### src/rtl/servo_pkg.sv
// Shared types and default timing constants for the continuous-rotation servo PWM block.
package servo_pkg;

  localparam int CNT_W = 18;

  localparam int PERIOD_CYC_DEF = 200000;
  localparam int CENTER_CYC_DEF = 15000;
  localparam int STEP_CYC_DEF   = 50;
  localparam int MAX_SPEED_DEF  = 100;

  typedef enum logic [1:0] {
    ST_IDLE = 2'd0,
    ST_HIGH = 2'd1,
    ST_LOW  = 2'd2
  } servo_state_t;

endpackage

### src/rtl/servo_width_calc.sv
// Combinational speed saturation and pulse-width arithmetic (signed, full 18-bit).
module servo_width_calc
  import servo_pkg::*;
#(
  parameter int CENTER_CYC = CENTER_CYC_DEF,
  parameter int STEP_CYC   = STEP_CYC_DEF,
  parameter int MAX_SPEED  = MAX_SPEED_DEF
) (
  input  logic [7:0]       speed8,
  output logic [7:0]       sat_speed,
  output logic [CNT_W-1:0] width18
);

  logic signed [8:0]       speed_s;
  logic signed [8:0]       max_pos;
  logic signed [8:0]       max_neg;
  logic signed [8:0]       sat_s;
  logic signed [CNT_W-1:0] sat_ext;
  logic signed [CNT_W-1:0] center_s;
  logic signed [CNT_W-1:0] step_s;
  logic signed [CNT_W-1:0] width_s;

  always_comb begin
    speed_s = $signed({speed8[7], speed8});
    max_pos = MAX_SPEED[8:0];
    max_neg = -max_pos;
    if (speed_s > max_pos) begin
      sat_s = max_pos;
    end else if (speed_s < max_neg) begin
      sat_s = max_neg;
    end else begin
      sat_s = speed_s;
    end
  end

  // Widen before multiplying so the product never loses its sign or upper bits.
  always_comb begin
    sat_ext  = {{(CNT_W-9){sat_s[8]}}, sat_s};
    center_s = CENTER_CYC[CNT_W-1:0];
    step_s   = STEP_CYC[CNT_W-1:0];
    width_s  = center_s + sat_ext * step_s;
  end

  assign sat_speed = sat_s[7:0];
  assign width18   = width_s;

endmodule

### src/rtl/cont_servo_pwm.sv
// Continuous-rotation servo PWM: command handshake, frame FSM and frame counter.
//   state   | meaning
//   IDLE    | output low, counter parked at 0, waiting for enable
//   HIGH    | pulse portion of the frame, pwm_out=1
//   LOW     | remainder of the frame, pwm_out=0
module cont_servo_pwm
  import servo_pkg::*;
#(
  parameter int PERIOD_CYC = PERIOD_CYC_DEF,
  parameter int CENTER_CYC = CENTER_CYC_DEF,
  parameter int STEP_CYC   = STEP_CYC_DEF,
  parameter int MAX_SPEED  = MAX_SPEED_DEF
) (
  input  logic       SYSCLK,
  input  logic       NSYSRESET,
  input  logic       enable,
  input  logic       cmd_valid,
  input  logic [7:0] cmd_speed,
  output logic       cmd_ready,
  output logic       pwm_out,
  output logic       frame_start,
  output logic [7:0] active_speed
);

  localparam logic [CNT_W-1:0] PERIOD_LAST = CNT_W'(PERIOD_CYC - 1);
  localparam logic [CNT_W-1:0] CENTER_W    = CNT_W'(CENTER_CYC);

  servo_state_t     state_q;
  servo_state_t     state_nxt;
  logic             frame_load;
  logic [CNT_W-1:0] cnt_q;
  logic [CNT_W-1:0] width_q;
  logic [CNT_W-1:0] width_last;
  logic [CNT_W-1:0] width_calc;
  logic [7:0]       shadow_q;
  logic [7:0]       shadow_nxt;
  logic [7:0]       active_q;
  logic [7:0]       sat_calc;
  logic             accept;

  assign accept     = cmd_valid & cmd_ready;
  // A command taken on the last cycle of a frame still reaches the next frame.
  assign shadow_nxt = accept ? cmd_speed : shadow_q;
  assign width_last = width_q - 1'b1;

  servo_width_calc #(
    .CENTER_CYC(CENTER_CYC),
    .STEP_CYC  (STEP_CYC),
    .MAX_SPEED (MAX_SPEED)
  ) u_width_calc (
    .speed8   (shadow_nxt),
    .sat_speed(sat_calc),
    .width18  (width_calc)
  );

  always_ff @(posedge SYSCLK or negedge NSYSRESET) begin
    if (!NSYSRESET) begin
      state_q <= ST_IDLE;
    end else begin
      state_q <= state_nxt;
    end
  end

  always_comb begin
    state_nxt  = state_q;
    frame_load = 1'b0;
    case (state_q)
      ST_IDLE: begin
        if (enable) begin
          state_nxt  = ST_HIGH;
          frame_load = 1'b1;
        end
      end
      ST_HIGH: begin
        if (cnt_q == width_last) begin
          state_nxt = ST_LOW;
        end
      end
      ST_LOW: begin
        if (cnt_q == PERIOD_LAST) begin
          if (enable) begin
            state_nxt  = ST_HIGH;
            frame_load = 1'b1;
          end else begin
            state_nxt = ST_IDLE;
          end
        end
      end
      default: begin
        state_nxt = ST_IDLE;
      end
    endcase
  end

  always_ff @(posedge SYSCLK or negedge NSYSRESET) begin
    if (!NSYSRESET) begin
      cnt_q <= '0;
    end else if (frame_load || (state_nxt == ST_IDLE)) begin
      cnt_q <= '0;
    end else begin
      cnt_q <= cnt_q + 1'b1;
    end
  end

  always_ff @(posedge SYSCLK or negedge NSYSRESET) begin
    if (!NSYSRESET) begin
      shadow_q <= '0;
      active_q <= '0;
      width_q  <= CENTER_W;
    end else begin
      shadow_q <= shadow_nxt;
      if (frame_load) begin
        active_q <= sat_calc;
        width_q  <= width_calc;
      end
    end
  end

  assign pwm_out      = (state_q == ST_HIGH);
  assign frame_start  = (state_q == ST_HIGH) && (cnt_q == '0);
  assign cmd_ready    = ~frame_start;
  assign active_speed = active_q;

endmodule

### config.mk
export PLATFORM = sky130hd
export DESIGN_NAME = cont_servo_pwm
export DESIGN_NICKNAME = d
export VERILOG_FILES = /design/src/rtl/servo_pkg.sv /design/src/rtl/servo_width_calc.sv /design/src/rtl/cont_servo_pwm.sv
export SDC_FILE = /design/constraint.sdc
export NUM_CORES = 1
export LEC_CHECK = 0
export BUFFER_PORTS_ARGS = -buffer_cell sky130_fd_sc_hd__buf_2
export CAP_MARGIN = 20
export CORE_MARGIN = 5
export CORE_UTILIZATION = 50
export CTS_CLUSTER_SIZE = 24
export DETAILED_ROUTE_END_ITERATION = 10
export PLACE_DENSITY = 0.77
export RECOVER_POWER = 50
export SLEW_MARGIN = 10
export SYNTH_ARGS = -nofsm -noshare
export SYNTH_HDL_FRONTEND = slang
export SYNTH_SLANG_ARGS = --single-unit
### constraint.sdc
create_clock -name SYSCLK -period 13.4 [get_ports SYSCLK]
set_input_delay 0.67 -clock SYSCLK [delete_from_list [all_inputs] [get_ports SYSCLK]]
set_output_delay 0.67 -clock SYSCLK [all_outputs]
set_load 0.05 [all_outputs]
# Word-level counts from Yosys, hierarchy flattened
# Cells that the tools add are included.
[classes] n_addsub=3 mul=1 order_cmp=2 n_eq_ne=4 muxes=12 bitwise=2 n_reduce_logical=5
[op_table] cell="15-bit by 18-bit adder with 18-bit output (first input constant)" count=1
[op_table] cell="18-bit by 1-bit adder with 18-bit output (second input constant)" count=1
[op_table] cell="18-bit equality test" count=1
[op_table] cell="18-bit equality test (second input constant)" count=1
[op_table] cell="18-bit zero test" count=1
[op_table] cell="18-bit two-way mux" count=1
[op_table] cell="9-bit two-way mux" count=2
[op_table] cell="18-bit by 1-bit subtractor with 18-bit output (second input constant)" count=1
[op_table] cell="9-bit by 6-bit multiplier with 15-bit output (second input constant)" count=1
[op_table] cell="8-bit > comparator (second input constant)" count=1
[op_table] cell="8-bit less-than comparator (second input constant)" count=1
[op_table] cell="8-bit two-way mux" count=1
[op_table] cell="2-bit two-way mux" count=3
[op_table] cell="2-bit case mux with 3 select lines" count=1
[op_table] cell="2-bit zero test" count=2
[op_table] cell="1-bit two-way mux" count=3
[op_table] cell="2-bit by 1-bit equality test with 1-bit output (second input constant)" count=1
[op_table] cell="2-bit equality test (second input constant)" count=1
[op_table] cell="1-bit case mux with 2 select lines" count=1
[op_table] cell="1-bit bitwise AND" count=1
[op_table] cell="1-bit logical AND" count=1
[op_table] cell="1-bit logical OR" count=1
[op_table] cell="1-bit inverter" count=1
[totals] regBits=54 inputBits=12 output_inout_bits=11

# Logic depth before layout (Yosys ltp)
[depth] ltp_word=10 mapped_depth=27

# Modules after synthesis
# A second synthesis with hierarchy kept.
[unflattened] hier_cells=416 area_unflattened_um2=4100.2
[by_module_without_submodules] module="cont_servo_pwm" instances=1 cells_each=269 area_each_um2=2934.1
[by_module_without_submodules] module="servo_width_calc" instances=1 cells_each=147 area_each_um2=1166.1

# Worst setup path after synthesis
# Ideal clock, no wire load.
[synth_path] kind="reg-to-reg" startpoint="register cnt_q[0]" endpoint="register width_q[15]" setup_time_ns=0.121 arrival_ns=6.226 t_required_ns=13.279 path_slack_ns=7.052 path_stages_with_launch=28 n_path_buf=0 synth_period_minus_slack_ns=6.348 cell_sequence="dfrtp_1 > inv_1 > ha_1 > or4b_4 > or3_4 > o21ai_4 > mux2i_1 > inv_1 > a311o_1 > nand2_1 > ha_1 > inv_1 > nand2_1 > ha_1 > inv_1 > fa_1 > inv_1 > ha_1 > ha_1 > inv_1 > fa_1 > nand2b_1 > a21o_1 > a211oi_1 > a21boi_0 > nand2_1 > o211a_1 > o22a_1"
[synth_via] elab_chain_cells=10 word_cells_on_any_way=14 classes_between="add/sub: 1; mul: 1; order compare: 2; eq/ne: 1; mux: 5; bitwise: 2; reduce/logical: 2"
[synth_lines] item="start, declared" line="cont_servo_pwm.sv:31" rtl="logic [CNT_W-1:0] cnt_q;"
[synth_lines] item="start signal, assigned" line="cont_servo_pwm.sv:101" rtl="cnt_q <= cnt_q + 1'b1;"
[synth_lines] item="18-bit zero test *" line="cont_servo_pwm.sv:120" rtl="assign frame_start = (state_q == ST_HIGH) && (cnt_q == '0);"
[synth_lines] item="1-bit logical AND *" line="cont_servo_pwm.sv:120"
[synth_lines] item="1-bit inverter *" line="cont_servo_pwm.sv:121" rtl="assign cmd_ready = ~frame_start;"
[synth_lines] item="1-bit bitwise AND *" line="cont_servo_pwm.sv:41" rtl="assign accept = cmd_valid & cmd_ready;"
[synth_lines] item="8-bit two-way mux *" line="cont_servo_pwm.sv:43" rtl="assign shadow_nxt = accept ? cmd_speed : shadow_q;"
[synth_lines] item="named net shadow_nxt[4]" line="cont_servo_pwm.sv:36" rtl="logic [7:0] shadow_nxt;"
[synth_lines] item="8-bit less-than comparator" line="servo_width_calc.sv:29" rtl="end else if (speed_s < max_neg) begin"
[synth_lines] item="9-bit two-way mux" line="servo_width_calc.sv:29"
[synth_lines] item="9-bit two-way mux *" line="servo_width_calc.sv:27" rtl="if (speed_s > max_pos) begin"
[synth_lines] item="named net sat_calc[2]" line="cont_servo_pwm.sv:38" rtl="logic [7:0] sat_calc;"
[synth_lines] item="9-bit by 6-bit multiplier with 15-bit output *" line="servo_width_calc.sv:41" rtl="width_s = center_s + sat_ext * step_s;"
[synth_lines] item="15-bit by 18-bit adder with 18-bit output *" line="servo_width_calc.sv:41"
[synth_lines] item="end signal, assigned" line="cont_servo_pwm.sv:114" rtl="width_q <= width_calc;"
[synth_lines] item="end, declared" line="cont_servo_pwm.sv:32" rtl="logic [CNT_W-1:0] width_q;"
# The timed path passes the listed nets; every way through them passes the cells marked *.
# A chain may end at the register's enable or synchronous reset.

# Worst setup path after layout
# Ends and elaborated chain as after synthesis.

==> metrics.txt <==
Die Ht=between 90 and 100 um; post-synthesis cell type count=65; Layout area overhead=6.29%; area share of fa/ha/maj cells after synthesis=12.0%; row cnt=32; Crit Path Max Fanout=10; area of the multi-input gates=0.00255 mm2; Avg Cell Area, Syn=9.12 um2; commonest cells after routing, fill and taps aside=dfrtp_1 (44), nand2_1 (39), nor2_1 (37), inv_1 (29), ha_1 (29); RSZ-0062 raised after global routing=no; initial antenna violation count=0; via/cell ratio=~5.7; Post-Synth XOR/XNOR Area=11.5%; final count of negative-setup-slack endpoints=0; setup_tns=0 ns; status=complete, but fails checks; area of the die=a little under 0.01 mm2; GRT overflow=0; DRC=0; CP Class=register to register; first-pass GRT wire length=15.3 mm; CP endpoint kind=register; postcts setup bufs=0; total power draw=roughly 680 uW; number of port buffers=22; Seq/Total Area, Yosys=32.0%; CP required=~14 ns; Vias=around 3200; clock tree sinks=51; Num CTS Buffers=5; Core ar.=0.00777 mm2; Worst Max-Slew Pin Slew=about 2.6 ns; fin nets=approximately 500; routed len/inst=~16 um; Hold-fix buffers, CTS=0; Placed Instances=552; Main synth FF type=dfrtp_1; Die W=99.7 um; Antenna Cells=0; Peak Freq=roughly 140 MHz; Post-DRT Antenna Nets=0; Seq. cell area=between 0.001 and 0.0015 mm2; clk_skew=between 0.015 and 0.02 ns; final WL=8.80 mm; H-tree level count=2; # IOs=23; crit path time final=~7 ns; worst reg2reg setup slack=~6.4 ns; RePlAce Congestion=approximately 0.89; synthesized instance count=between 400 and 500; Starting Density=51.8%; post-DP HPWL=around 6.8 mm; worst hold path type=register to register; Worst-path clk slew=approximately 0.090 ns; Async S/R FF share, synth=100%; violated checks=max-capacitance violations, max-slew violations; Pleak=0.00199 uW; Yosys warning count=0; post-synthesis compound-gate area fraction=between 10 and 15%; Core Util, Final=between 50% and 60%; most common cell after layout, fill and taps aside=dfrtp_1; EDFF count, synth=0; area leader, netlist=dfrtp_1; Syn Std Cell Area=about 0.0040 mm2; max-cap viol count=1; Synth top area share=~27%; Fillers=roughly 700; CP Launch Type=register; pwr/cell area=roughly 160 mW/mm2; router iterations before antenna repair=7; syn_nets=around 490; Final Non-Filler Cells=between 500 and 600; top post-synthesis cells by area=dfrtp_1 (27%), ha_1 (9.0%), xnor2_1 (6.1%), xor2_1 (5.4%), dfstp_2 (4.6%); final critical-path share of the clock period=around 52%; post-synthesis mux area share=under 10%; Hold WS=just under 0.5 ns; CTS max path bufs=2; CTS tree=built; initial DRC count=about 110; Simple-Gate Fraction of Synth Area=~21%; Max VDD drop=roughly 0.13 mV; #FFs+latches synth=51; data arrival time of the critical path=a little over 7 ns; vias in the first global route=3292; share of post-route cells with drive strength above 1=about an eighth; Hold Vio Cnt, Final=0; largest net degree at the start of global routing=52; Final Max Tran Viols=52; Total Routing Usage GR=18.8%; relative slew slack=-76.2%; root buf cell=clkbuf_8; clock latency on the worst-skew pair=0.31 ns; largest family of logic cells by synthesized area=simple AND/OR/NAND/NOR gates; post-cts resize count=0
==> flip-flops by register name, summed over array words and instances (netlist names) <==
name / flops
state_q: 2
shadow_q: 8
cnt_q: 18
width_q: 15
active_speed: 8
==> synth_stat cells, drive strengths merged, types with 4 or more instances <==
library cell and n:
ha 29, nand2 39, mux2 10, buf 5, nand3b 4, a211oi 6, nor4 10, a21o 7
nor2 37, o21ai 23, fa 6, a21oi 14, mux2i 11, and3 9, nor2b 8, or4 5
xnor2 28, nand3 16, clkbuf 10, xor2 25, inv 29, dfrtp 44, nand2b 4, nor3 11
dfstp 7
==> worst max-delay path, stage by stage, from the launching register on <==
cell and delay (ns):
dfrtp_1 0.43, inv_1 0.09, ha_1 0.15, or4b_4 0.46
or3_4 0.43, o21ai_4 0.37, mux2i_1 0.33, inv_1 0.13
a311o_1 0.33, nand2_1 0.07, ha_1 0.27, inv_1 0.23
nand2_1 0.16, ha_1 0.31, inv_1 0.05, fa_1 0.49
inv_1 0.04, ha_1 0.27, ha_1 0.19, inv_1 0.07
fa_1 0.44, nand2b_1 0.21, a21o_1 0.17, a211oi_1 0.30
a21boi_0 0.34, nand2_1 0.14, o211a_1 0.25, o22a_1 0.17
==> path summary, 6_finish.rpt <==
check,startpoint,end,cells after the start
max,cnt_q[0]$_DFF_PN0_,width_q[15]$_DFFE_PN0P_,27
min,active_speed[7]$_DFFE_PN0P_,active_speed[7]$_DFFE_PN0P_,2
max reg2reg,cnt_q[0]$_DFF_PN0_,width_q[15]$_DFFE_PN0P_,27
min reg2reg,active_speed[7]$_DFFE_PN0P_,active_speed[7]$_DFFE_PN0P_,2
max in group asynchronous,NSYSRESET,width_q[6]$_DFFE_PN0P_,1
min in group asynchronous,NSYSRESET,cnt_q[4]$_DFF_PN0_,1
==> stage by stage <==
stage	cell area [um2]	worst slack (ns)
detailed placement	4200	6.47
floorplan	4020	7.05
finish	4270	6.37
global placement	4190	6.76
CTS	4280	6.39
global route	4270	5.94
==> cells by family after synthesis <==
logic type	count (synthesis)
compound gates	74
xor+xnor	53
fa+ha+maj	35
buf+inv	44
flops	51
mux	21
simple gates	163
==> metal layers <==
layer  part of all wire, %  wire length, um  GRT usage [%]
met5                     0                0              0
met4                   2.5              216           6.93
met3                   3.9              342           2.81
met2                    49             4280           32.4
met1                    45             3960           23.9
==> area by class of cell <==
type                            instances  share of cell area, %
Multi-Input combinational cell        346                   59.6
Timing Repair Buffer                   24                   2.84
Inverter                               29                   2.55
Clock buffer                            7                   1.79
Clock inverter                          1                  0.176
Tap cell                              102                   2.99
Sequential cell                        51                   30.1
==> where the power goes <==
part | switching [uW] | leakage [uW] | internal (uW) | total, uW
Clock | 51.2 | 0.0000385 | 37.1 | 88.3
Combinational | 245 | 0.00132 | 192 | 437
Sequential | 1.40 | 0.000633 | 156 | 158
No activity file was read; power rests on OpenSTA's default activity.
